--- src/rtl/asf_pkg.sv ---
// Shared types and pointer helpers for the nonuniform-sample async FIFO read side.
package asf_pkg;

  typedef enum logic [1:0] {
    ST_IDLE  = 2'd0,
    ST_PRIME = 2'd1,
    ST_RUN   = 2'd2,
    ST_OVF   = 2'd3
  } asf_state_t;

  function automatic int unsigned depth_of(input int unsigned bit_cnt);
    return 32'd1 << bit_cnt;
  endfunction

  // Pointer difference modulo a power-of-two depth.
  function automatic int unsigned ptr_diff(input int unsigned a, input int unsigned b,
                                           input int unsigned depth);
    return (a - b) & (depth - 32'd1);
  endfunction

endpackage

--- src/rtl/asf_backlog_acc.sv ---
// Unread-sample accumulator: backlog += new samples - reads, with overwrite detection.
module asf_backlog_acc #(
  parameter int BIT_CNT = 3,
  parameter int OVF_LVL = 7
) (
  input  logic               clk,
  input  logic               reset,
  input  logic [BIT_CNT-1:0] nsamp_raw,
  input  logic               rd_en,
  input  logic               clear,
  input  logic [BIT_CNT-1:0] pend_next,
  output logic [BIT_CNT:0]   backlog,
  output logic               ovf_det
);

  localparam logic [BIT_CNT:0] OVF_THR = (BIT_CNT+1)'(OVF_LVL);

  logic [BIT_CNT:0] backlog_q;
  logic [BIT_CNT:0] backlog_d;
  logic [BIT_CNT:0] bl_next;

  assign bl_next = backlog_q + {1'b0, nsamp_raw} - {{BIT_CNT{1'b0}}, rd_en};

  // A backlog that no longer matches the pointer distance means the writer lapped us.
  assign ovf_det = (bl_next > OVF_THR) || (bl_next != {1'b0, pend_next});

  always_comb begin
    backlog_d = bl_next;
    if (clear) backlog_d = '0;
  end

  always_ff @(posedge clk) begin
    if (reset) backlog_q <= '0;
    else       backlog_q <= backlog_d;
  end

  assign backlog = backlog_q;

endmodule

--- src/rtl/asf_read_sched.sv ---
// Read scheduler: tracks new write-side samples and issues one FIFO read per cycle
// into a valid/ready output register, with sticky overflow and resync.
module asf_read_sched
  import asf_pkg::*;
#(
  parameter int BIT_CNT   = 3,
  parameter int DATA_W    = 8,
  parameter int PRIME_CYC = 2,
  parameter int OVF_LVL   = 7
) (
  input  logic               clk,
  input  logic               reset,
  input  logic               enable,
  input  logic [BIT_CNT-1:0] em1,
  input  logic [BIT_CNT-1:0] s,
  input  logic [DATA_W-1:0]  rdata,
  output logic [BIT_CNT-1:0] raddr,
  output logic               rd_en,
  output logic               out_valid,
  input  logic               out_ready,
  output logic [DATA_W-1:0]  out_data,
  output logic [BIT_CNT-1:0] nsamp,
  output logic [BIT_CNT:0]   backlog,
  output logic               ovf,
  input  logic               ovf_clr,
  output logic [1:0]         state
);

  localparam int unsigned DEPTH = depth_of(BIT_CNT);
  localparam int          PCW   = $clog2(PRIME_CYC + 1);

  // Handshake: a sample transfers on a cycle where out_valid & out_ready are both 1;
  // out_data is held while out_valid & !out_ready, and out_valid never drops unaccepted
  // except on reset, resync or overflow.

  asf_state_t         state_q, state_d;
  logic [PCW-1:0]     prime_cnt_q, prime_cnt_d;
  logic [BIT_CNT-1:0] lrd_q, lrd_d;
  logic [BIT_CNT-1:0] nsamp_q;
  logic               ovf_q, ovf_d;
  logic               out_valid_q, out_valid_d;
  logic [DATA_W-1:0]  out_data_q, out_data_d;

  logic [BIT_CNT-1:0] pend, pend_next, nsamp_raw, lrd_adv, acc_nsamp;
  logic               rd, ovf_det, acc_clear;

  assign pend      = BIT_CNT'(ptr_diff(32'(em1), 32'(lrd_q), DEPTH));
  assign nsamp_raw = BIT_CNT'(ptr_diff(32'(em1), 32'(s), DEPTH));
  assign rd        = (state_q == ST_RUN) && (pend != '0) && (!out_valid_q || out_ready);
  assign lrd_adv   = lrd_q + BIT_CNT'(rd);
  assign pend_next = BIT_CNT'(ptr_diff(32'(em1), 32'(lrd_adv), DEPTH));

  // Backlog is frozen while in overflow and zeroed throughout priming.
  assign acc_nsamp = (state_q == ST_OVF) ? '0 : nsamp_raw;
  assign acc_clear = (state_q == ST_PRIME) || ((state_q == ST_OVF) && ovf_clr);

  asf_backlog_acc #(
    .BIT_CNT (BIT_CNT),
    .OVF_LVL (OVF_LVL)
  ) u_acc (
    .clk       (clk),
    .reset     (reset),
    .nsamp_raw (acc_nsamp),
    .rd_en     (rd),
    .clear     (acc_clear),
    .pend_next (pend_next),
    .backlog   (backlog),
    .ovf_det   (ovf_det)
  );

  always_comb begin
    state_d     = state_q;
    prime_cnt_d = prime_cnt_q;
    lrd_d       = lrd_adv;
    ovf_d       = ovf_q;
    out_valid_d = out_valid_q;
    out_data_d  = out_data_q;

    if (rd) begin
      out_data_d  = rdata;
      out_valid_d = 1'b1;
    end else if (out_valid_q && out_ready) begin
      out_valid_d = 1'b0;
    end

    case (state_q)
      ST_PRIME: begin
        lrd_d       = em1;
        out_valid_d = 1'b0;
        if (prime_cnt_q == PCW'(PRIME_CYC - 1)) begin
          prime_cnt_d = '0;
          state_d     = enable ? ST_RUN : ST_IDLE;
        end else begin
          prime_cnt_d = prime_cnt_q + 1'b1;
        end
      end
      ST_RUN, ST_IDLE: begin
        if (ovf_det) begin
          state_d     = ST_OVF;
          ovf_d       = 1'b1;
          out_valid_d = 1'b0;
        end else begin
          state_d = enable ? ST_RUN : ST_IDLE;
        end
      end
      ST_OVF: begin
        out_valid_d = 1'b0;
        if (ovf_clr) begin
          state_d     = ST_PRIME;
          prime_cnt_d = '0;
          ovf_d       = 1'b0;
          lrd_d       = em1;
        end
      end
      default: state_d = ST_PRIME;
    endcase
  end

  always_ff @(posedge clk) begin
    if (reset) begin
      state_q     <= ST_PRIME;
      prime_cnt_q <= '0;
      lrd_q       <= '1;
      nsamp_q     <= '0;
      ovf_q       <= 1'b0;
      out_valid_q <= 1'b0;
      out_data_q  <= '0;
    end else begin
      state_q     <= state_d;
      prime_cnt_q <= prime_cnt_d;
      lrd_q       <= lrd_d;
      nsamp_q     <= nsamp_raw;
      ovf_q       <= ovf_d;
      out_valid_q <= out_valid_d;
      out_data_q  <= out_data_d;
    end
  end

  assign raddr     = lrd_q + 1'b1;
  assign rd_en     = rd;
  assign out_valid = out_valid_q;
  assign out_data  = out_data_q;
  assign nsamp     = nsamp_q;
  assign ovf       = ovf_q;
  assign state     = state_q;

endmodule

--- config.mk ---
export PLATFORM = sky130hd
export DESIGN_NAME = asf_read_sched
export DESIGN_NICKNAME = d
export VERILOG_FILES = /design/src/rtl/asf_pkg.sv /design/src/rtl/asf_backlog_acc.sv /design/src/rtl/asf_read_sched.sv
export SDC_FILE = /design/constraint.sdc
export NUM_CORES = 1
export LEC_CHECK = 0
export ABC_CLOCK_PERIOD_IN_PS = 9150
export BUFFER_PORTS_ARGS = -buffer_cell sky130_fd_sc_hd__buf_4
export CAP_MARGIN = 10
export CORE_MARGIN = 4
export CORE_UTILIZATION = 54
export CTS_CLUSTER_SIZE = 28
export DETAILED_ROUTE_END_ITERATION = 8
export GPL_TIMING_DRIVEN = 0
export PLACE_DENSITY = 0.95
export SKIP_LAST_GASP = 1
export SLEW_MARGIN = 20
export SYNTH_ARGS = -nofsm -noshare
export SYNTH_HDL_FRONTEND = slang
export SYNTH_SLANG_ARGS = --single-unit
--- constraint.sdc ---
create_clock -name clk -period 9.15 [get_ports clk]
set_clock_uncertainty 0.1 [all_clocks]
set_input_delay 1.83 -clock clk [delete_from_list [all_inputs] [get_ports clk]]
set_output_delay 1.83 -clock clk [all_outputs]
set_load 0.05 [all_outputs]
==> impl_metrics.ini, run 1 <==
[outcome]
status = finished, final reports clean

[synthesis]
postSynthAreaPerCell_um2 = 9.47
ys_ff_latch = 24
synth_cell_types = 32
syn_inst = 140
synth_top_area_frac = 0.362
netlist_area_um2 = 1330
syn-num-nets = 176
yosysSeqAreaShare = 0.362
synthTopCellsByArea = dfxtp_1 36%, ha_1 14%, mux2i_1 6.0%
synth_warnings = 0
yosysTopAreaCell = dfxtp_1

[placed_design]
place_area_um2 = 1670
place_congestion = 0.881
port_buffers = 41
dp_hpwl_um = 2490
place_ws_ps = 3950

[global_route]
grt.total_usage = 0.196
overflow = 0
grt_pass1_vias = 1231
grt_max_degree = 15
antenna_found_initial = 0
grt_pass1_wl_um = 5150

[layout]
fin_area_um2 = 1720
drive_gt1_frac = 0.270
final_nets = 222
fill_cells = 147
antenna-diode-count = 0
area_delta_synth_final_pct = 29.8

[routing]
ant_nets = 0
drc_errors = 0
drtIter0Drc = 13
routed_wl_um = 3050
dr.pass1.iters = 4
wl_per_cell_um = 14.3
vias_per_cell = 5.35
via_count = 1140

[power_and_ir_drop]
power.total_w = 0.000390
power_leakage_nw = 0.905
powerDensity_nw_per_um2 = 226
ir_drop_uv = 165

[hold_path]
hold_path.class = reg2reg

[run]
timing.max_cap.violations = 0

[cts]
cts.sinks = 24
cts_tree = built
cts-hold-fix-buffers = 0
clk_path_buf_depth = 2
cts-htree-levels = 1
cts_post_setup_buffers_inserted = 0
cts_root_buf = clkbuf_4
cts_resized = 0
insertion_delay_ps = 330
clkTransAtPathRegs_ps = 140
cts-buffers-inserted = 3

[sta]
fin_crit_ps = 5190
setup_viol = 0
tightest_slew_ps = 463
fmax_ghz = 0.193
worst_slack_ps = 3960
finalSetupTns_ps = 0
final.period_utilization = 0.567
drv_slew = 0
slew_headroom = 0.691
grt_setup_unrepaired = false
hold_viol = 0

[die]
die_h_um = 57.6
rows = 17
core_um2 = 2280
ios = 42
start_util = 0.583
chipWidth_um = 57.6
dieArea_um2 = 3310

[setup_path]
cp_max_fo = 10
arrival_ps = 3260
crit_type = in2out
cp-start-kind = primary input
cp-end-kind = output pin
worstPathRequired_ps = 7220
where the power goes:
group	switching (W)	total (W)	leakage (nW)	internal, W
combinational	0.000108	0.000187	0.681	0.0000790
clock	0.0000336	0.0000779	0.0279	0.0000444
sequential	0.00000948	0.000125	0.196	0.000115
per-stage QoR:
stage / std cells / hold WS, ps / utilization
detailed placement: 209 / 384 / 0.733
floorplan: 140 / 371 / -
global placement: 209 / 378 / 0.733
global route: 213 / 430 / 0.756
CTS: 213 / 416 / 0.756
finish: 213 / 413 / 0.756
cells in the final DEF, fill, tap and decap left out, drive strengths merged, types with 4 or more instances in the layout:
| cell | n |
|---|---|
| ha | 15 |
| mux2i | 8 |
| buf | 42 |
| nand2 | 5 |
| a21oi | 4 |
| nor2 | 17 |
| nor3 | 4 |
| clkbuf | 7 |
| xnor2 | 10 |
| dfxtp | 24 |
| inv | 16 |
cell type report:
cell class	count	area (um2)	area share
repair buffers	41	308	0.179
well taps	28	35.0	0.0203
clock inverters	1	30.0	0.0174
multi-input cells	95	766	0.445
flip-flops and latches	24	480	0.279
clock buffers	3	22.5	0.0131
plain buffers	5	20.0	0.0116
inverters	16	60.1	0.0349
critical path: stages:
cell and delay, ps:
buf_4 120, inv_1 110, ha_1 150, nor2b_1 150, xnor2_1 90, o2111ai_1 190, buf_2 310, inv_2 100
buf_4 200
worst paths after layout:
check | slack [ps] | cells past startpoint | from | to
hold / removal | 410 | 2 | out_data[0]$_SDFFE_PP0P_ | out_data[0]$_SDFFE_PP0P_
setup / recovery | 3960 | 9 | em1[0] | rd_en
hold reg to reg | 410 | 2 | out_data[0]$_SDFFE_PP0P_ | out_data[0]$_SDFFE_PP0P_
setup reg to reg | 5550 | 15 | lrd_q[1]$_SDFF_PP1_ | state[1]$_SDFFE_PP0P_
sequential cells by signal, summed over array words and instances, names as in the netlist:
signal / cells
out_data: 8
out_valid: 1
u_acc.backlog: 4
prime_cnt_q: 2
lrd_q: 3
nsamp: 3
state: 2
ovf: 1
kinds of logic after synthesis:
family | count (synthesis) | share of synthesized area
buffers and inverters | 21 | 0.0604
adders and majority gates | 17 | 0.172
and+or+nand+nor | 38 | 0.142
AOI/OAI and AO/OA | 18 | 0.0943
xor gates and xnor gates | 14 | 0.108
muxes | 8 | 0.0604
DFF | 24 | 0.362
synth_stat cells (all sizes together):
| library cell | count |
|---|---|
| a211o | 1 |
| a211oi | 1 |
| a21o | 1 |
| a21oi | 4 |
| a31oi | 2 |
| and2 | 3 |
| and3b | 1 |
| buf | 1 |
| clkbuf | 4 |
| dfxtp | 24 |
| fa | 2 |
| ha | 15 |
| inv | 16 |
| mux2i | 8 |
| nand2 | 5 |
| nand2b | 3 |
| nand3b | 1 |
| nand4 | 1 |
| nor2 | 17 |
| nor2b | 2 |
| nor3 | 4 |
| nor3b | 1 |
| o2111ai | 1 |
| o21a | 2 |
| o21ai | 1 |
| o21bai | 3 |
| o31a | 2 |
| xnor2 | 10 |
| xnor3 | 1 |
| xor2 | 3 |
layer usage:
layer | vias to the layer above | global-route usage | routed length (um)
met5 | - | 0 | 0
met3 | 11 | 0.0498 | 199
met1 | 536 | 0.205 | 1160
met2 | 43 | 0.365 | 1590
li1 | 550 | - | -
met4 | 0 | 0.0861 | 96
No activity file was read; power rests on OpenSTA's default activity.
==> inputs of run 2 (changes only) <==
- ABC_CLOCK_PERIOD_IN_PS: 9150 -> 5100
- CORE_UTILIZATION: 54 -> 50
- PLACE_DENSITY: 0.95 -> 0.9
- clock period: 9.15 -> 5.1 ns (I/O delays scaled with it)
==> run 2 against run 1 <==
  * Clock power grew 82%
  * Hold slack gained 17 ps
  * Global-route usage shrank 1.9 points
  * Clock-buffer cell count is the same
  * Critical endpoint is now state[0]$_SDFFE_PP1P_
  * Largest power group unchanged
  * Highest routed layer unchanged
==> impl_metrics.ini, run 2 (synthesized netlist as in run 1, its figures left out) <==
[placed_design]
place_congestion = 0.857
place_ws_ps = 816
dp_hpwl_um = 2300
placed_cells = 211
port_buffers = 41

[routing]
vias_per_cell = 5.06
ant_nets = 0
routed_wl_um = 2900
via_count = 1087
wl_per_cell_um = 13.5
dr.pass1.iters = 4
drtIter0Drc = 31
drc_errors = 0

[global_route]
antenna_found_initial = 0
grt.total_usage = 0.177
grt_pass1_vias = 1107
grt_max_degree = 15
overflow = 0
grt_pass1_wl_um = 4820

[hold_path]
hold_path.class = reg2reg

[cts]
insertion_delay_ps = 330
cts_resized = 0
cts_post_setup_buffers_inserted = 0
cts-buffers-inserted = 3
cts-htree-levels = 1
cts.sinks = 24
clkTransAtPathRegs_ps = 140
cts_tree = built
clk_path_buf_depth = 2
cts_root_buf = clkbuf_4
cts-hold-fix-buffers = 0

[layout]
layout_common_cells = 41 x buf_4, 24 x dfxtp_1, 17 x nor2_1
final_nets = 222
mostFrequentLayoutCell = buf_4
finish.utilization = 0.690
largest_reg_flops = 8
drive_gt1_frac = 0.270
fill_cells = 181
area_delta_synth_final_pct = 30.0
final_cells = 215
antenna-diode-count = 0

[setup_path]
crit_type = in2reg
arrival_ps = 4100
cp_max_fo = 10
cp_slowest_stage_delay_ps = 390
crit_path_cell_trace = buf_4 > inv_1 > ha_1 > nor2b_1 > xnor2_1 > o2111ai_1 > buf_2 > inv_2 > ha_1 > inv_1 > ha_1 > fa_1 > xnor2_1 > xnor3_1 > nand4_2 > o31a_1
path_buf_inv = 5
worstPathRequired_ps = 5230
crit_top_cell = ha_1
cp-start-kind = primary input
cp-end-kind = register
critical-path-top-delay-family = adder cells
cpMaxStageDelayCell = fa_1

[die]
ios = 42
core_um2 = 2500
start_util = 0.531
rows = 18
die_h_um = 59.5
dieArea_um2 = 3540
chipWidth_um = 59.5

[power_and_ir_drop]
power_leakage_nw = 0.905
ir_drop_uv = 265
powerDensity_nw_per_um2 = 405

[sta]
final.period_utilization = 0.778
hold_viol = 0
fmax_ghz = 0.252
drv_slew = 0
grt_setup_unrepaired = false
hold_slack_ps = 430
setup_viol = 0
worst_slack_ps = 1130
finalSetupTns_ps = 0
slew_headroom = 0.698
fin_crit_ps = 3970
tightest_slew_ps = 453

[run]
timing.max_cap.violations = 0

[outcome]
status = finished, final reports clean
run 2: cell counts in the layout (fill, tap and decap cells not counted):
Identical to the previous run, type by type.
run 2: path summary, 6_finish.rpt:
check / start / end / slack [ps] / cells past startpoint
min: out_data[4]$_SDFFE_PP0P_ / out_data[4]$_SDFFE_PP0P_ / 430 / 2
max reg2reg: lrd_q[1]$_SDFF_PP1_ / state[0]$_SDFFE_PP1P_ / 1560 / 15
max: em1[0] / state[0]$_SDFFE_PP1P_ / 1130 / 16
min reg2reg: out_data[4]$_SDFFE_PP0P_ / out_data[4]$_SDFFE_PP0P_ / 430 / 2
run 2: area by class of cell:
class                      count  area [um2]  share of cell area
multi-input combinational     95         766               0.444
sequential                    24         480               0.279
timing repair buffer          41         308               0.179
inverter                      16        60.1              0.0348
tap                           30        37.5              0.0218
clock inverter                 1        30.0              0.0174
clock buffer                   3        22.5              0.0131
buffer                         5        20.0              0.0116
run 2: stage by stage:
step | instance area (um2) | total power [W]
floorplan | 1330 | 0.000481
global placement | 1670 | 0.000551
detailed placement | 1670 | 0.000560
CTS | 1720 | 0.000702
global route | 1720 | 0.000740
finish | 1720 | 0.000699
run 2: worst register-to-register path, stage by stage, from the launching register on:
cell and delay [ps]:
dfxtp_1 410, inv_1 60, ha_1 170, nor2b_1 130, xnor2_1 90, o2111ai_1 180
buf_2 310, inv_2 110, ha_1 290, inv_1 40, ha_1 210, fa_1 390
xnor2_1 260, xnor3_1 260, nand4_2 160, o31a_1 270
run 2: routing by layer:
layer,vias to the layer above,global-route usage,share of wire
met3,3,0.0414,0.075
met5,-,0,0
met1,500,0.216,0.43
met2,36,0.310,0.49
met4,0,0.0475,0.011
li1,548,-,-
run 2: report_power, final:
group / switching [W] / internal (W) / total [W] / leakage [nW]
clock: 0.0000625 / 0.0000796 / 0.000142 / 0.0279
sequential: 0.0000163 / 0.000207 / 0.000223 / 0.196
combinational: 0.000192 / 0.000142 / 0.000334 / 0.681
==> inputs of run 3 (changes only) <==
- ABC_AREA: not set -> 1
- ABC_CLOCK_PERIOD_IN_PS: 5100 -> 3610
- CORE_UTILIZATION: 50 -> 46
- PLACE_DENSITY: 0.9 -> 0.86
- clock period: 5.1 -> 3.61 ns (I/O delays scaled with it)
==> run 3 against run 2 <==
  * Wire length increased by 9.1%
  * Worst setup slack worse by 870 ps
  * Synthesized cell count up 44%
  * Critical path depth down 2
  * Clock power hardly changed
  * Global-route usage shrank 2.0 points
  * Core utilization decreased by 7.2 points
  * Clock-buffer cell count increased by 1
  * Via count rose by 23%
  * Hold slack got worse by 96 ps
  * Area after synthesis grew 13%
  * Non-clock buffer count is 2 lower
  * Critical path type unchanged
==> impl_metrics.ini, run 3 <==
[outcome]
status = finished, final reports clean

[setup_path]
path_buf_inv = 3
crit_type = in2reg
cp-start-kind = primary input
critical-path-top-delay-family = adder cells
cp_max_fo = 4
cpMaxStageDelayCell = fa_1
cp_slowest_stage_delay_ps = 590
cp-end-kind = register
worstPathRequired_ps = 3710
crit_path_cell_trace = buf_4 > inv_1 > ha_1 > fa_1 > or2_2 > ha_1 > inv_1 > fa_1 > xnor2_1 > nand2_1 > nor2_1 > nand2_1 > nand2_1 > a21oi_1
arrival_ps = 3450
cp_num_cells = 14
rr_worst_depth = 18
crit_top_cell = nand2_1

[placed_design]
place_ws_ps = -138
place_area_um2 = 1850
port_buffers = 40
place_congestion = 0.843
dp_hpwl_um = 2490

[synthesis]
synth_top_area_frac = 0.322
synthFlopType = dfxtp_1
ys_ff_latch = 24
synth_edf_count = 0
syn_inst = 201
synth_cell_types = 26
synthTopCellsByArea = dfxtp_1 32%, ha_1 13%, nand2_1 12%
postSynthAreaPerCell_um2 = 7.43
yosys-top-cells-count = 48 x nand2_1, 34 x inv_1, 24 x dfxtp_1, 20 x nor2_1, 15 x ha_1
syn-num-nets = 237
yosysTopAreaCell = dfxtp_1
yosysSeqAreaShare = 0.322
synth_most_common_cell = nand2_1
netlist_area_um2 = 1490
synth_async_sr_flop_share = 0
synth_warnings = 0

[die]
rows = 20
chipWidth_um = 65.0
dieArea_um2 = 4220
ios = 42
core_um2 = 3080
start_util = 0.485
die_h_um = 65.0

[layout]
layout_common_cells = 48 x nand2_1, 42 x buf_4, 34 x inv_1
fill_cells = 279
drive_gt1_frac = 0.263
multi_input_area_um2 = 856
largest_reg_flops = 8
mostFrequentLayoutCell = nand2_1
area_delta_synth_final_pct = 27.2
fin_area_um2 = 1900
final_nets = 284
seqCellArea_um2 = 480
antenna-diode-count = 0

[cts]
cts_tree = built
cts_resized = 0
cts-htree-levels = 1
clk_path_buf_depth = 2
cts-buffers-inserted = 3
clkTransAtPathRegs_ps = 140
cts_post_setup_buffers_inserted = 0
cts_root_buf = clkbuf_4
insertion_delay_ps = 320
cts-hold-fix-buffers = 0
cts.sinks = 24

[power_and_ir_drop]
pwr-share-seq = 0.251
power.switching_w = 0.000757
power_leakage_nw = 1.01
p_sw_frac = 0.511
pwr-share-clk = 0.098
ir_drop_uv = 341
powerDensity_nw_per_um2 = 779
power.total_w = 0.00148
combPwrFrac = 0.651
p_int_w = 0.000724

[routing]
via_count = 1333
vias_per_cell = 4.58
wl_per_cell_um = 10.9
routed_wl_um = 3160
drc_errors = 0
ant_nets = 0
dr.pass1.iters = 4
drtIter0Drc = 88

[sta]
grt_setup_unrepaired = false
final.period_utilization = 0.927
setup_viol = 0
tightest_slew_ps = 470
hold_viol = 0
hold_slack_ps = 334
fin_crit_ps = 3350
fmax_ghz = 0.299
drv_slew = 0
worst_slack_ps = 262
slew_headroom = 0.686

[run]
timing.max_cap.violations = 0

[hold_path]
holdPathStages = 2
hold_path.class = reg2reg

[global_route]
grt_pass1_vias = 1265
grt.total_usage = 0.157
grt_max_degree = 14
overflow = 0
grt_pass1_wl_um = 5200
antenna_found_initial = 0
==> run 3: worst min-delay path, stage by stage, from the launching register on <==
cell     delay (ps)
dfxtp_1         330
inv_1            40
nor2_1           30
==> run 3: stage by stage <==
step / utilization / TNS, ps / std cells
2_1_floorplan: - / 0 / 201
3_3_place_gp: 0.601 / -308 / 285
3_5_place_dp: 0.601 / -408 / 285
4_1_cts: 0.613 / 0 / 289
5_1_grt: 0.617 / 0 / 291
6_report: 0.617 / 0 / 291
==> run 3: layout make-up <==
cell class | count | share of cell area
Inverter | 38 | 0.0790
Clock buffer | 4 | 0.0191
Multi-Input combinational cell | 137 | 0.450
Sequential cell | 24 | 0.253
Buffer | 2 | 0.00395
Tap cell | 44 | 0.0290
Timing Repair Buffer | 42 | 0.166
==> run 3: path summary, 6_finish.rpt <==
| check | start | endpoint | slack [ps] |
|---|---|---|---|
| setup reg to reg | lrd_q[1]$_SDFF_PP1_ | state[1]$_SDFFE_PP0P_ | 390 |
| hold / removal | prime_cnt_q[1]$_SDFFE_PP0P_ | prime_cnt_q[1]$_SDFFE_PP0P_ | 330 |
| setup / recovery | em1[0] | state[1]$_SDFFE_PP0P_ | 260 |
| hold reg to reg | prime_cnt_q[1]$_SDFFE_PP0P_ | prime_cnt_q[1]$_SDFFE_PP0P_ | 330 |
==> run 3: logic make-up after synthesis <==
family,synth area share
compound gates,0.0687
xor+xnor,0.0352
buf+inv,0.106
simple gates,0.317
fa+ha+maj,0.152
flops,0.322
==> run 3: power groups by stage <==
| stage | sequential (W) | clock [W] | combinational, W |
|---|---|---|---|
| 2_1_floorplan | 0.000515 | 0 | 0.000591 |
| 3_5_place_dp | 0.000377 | 0 | 0.000948 |
| 5_1_grt | 0.000380 | 0.000165 | 0.00107 |
| 4_1_cts | 0.000371 | 0.000149 | 0.000957 |
| 6_report | 0.000371 | 0.000145 | 0.000964 |
| 3_3_place_gp | 0.000376 | 0 | 0.000925 |
==> run 3: per-layer routing <==
metal / vias up / wire [um] / track usage
li1: 715 / - / -
met1: 588 / 1410 / 0.196
met2: 25 / 1590 / 0.271
met3: 5 / 105 / 0.0208
met4: 0 / 55 / 0.0660
met5: - / 0 / 0
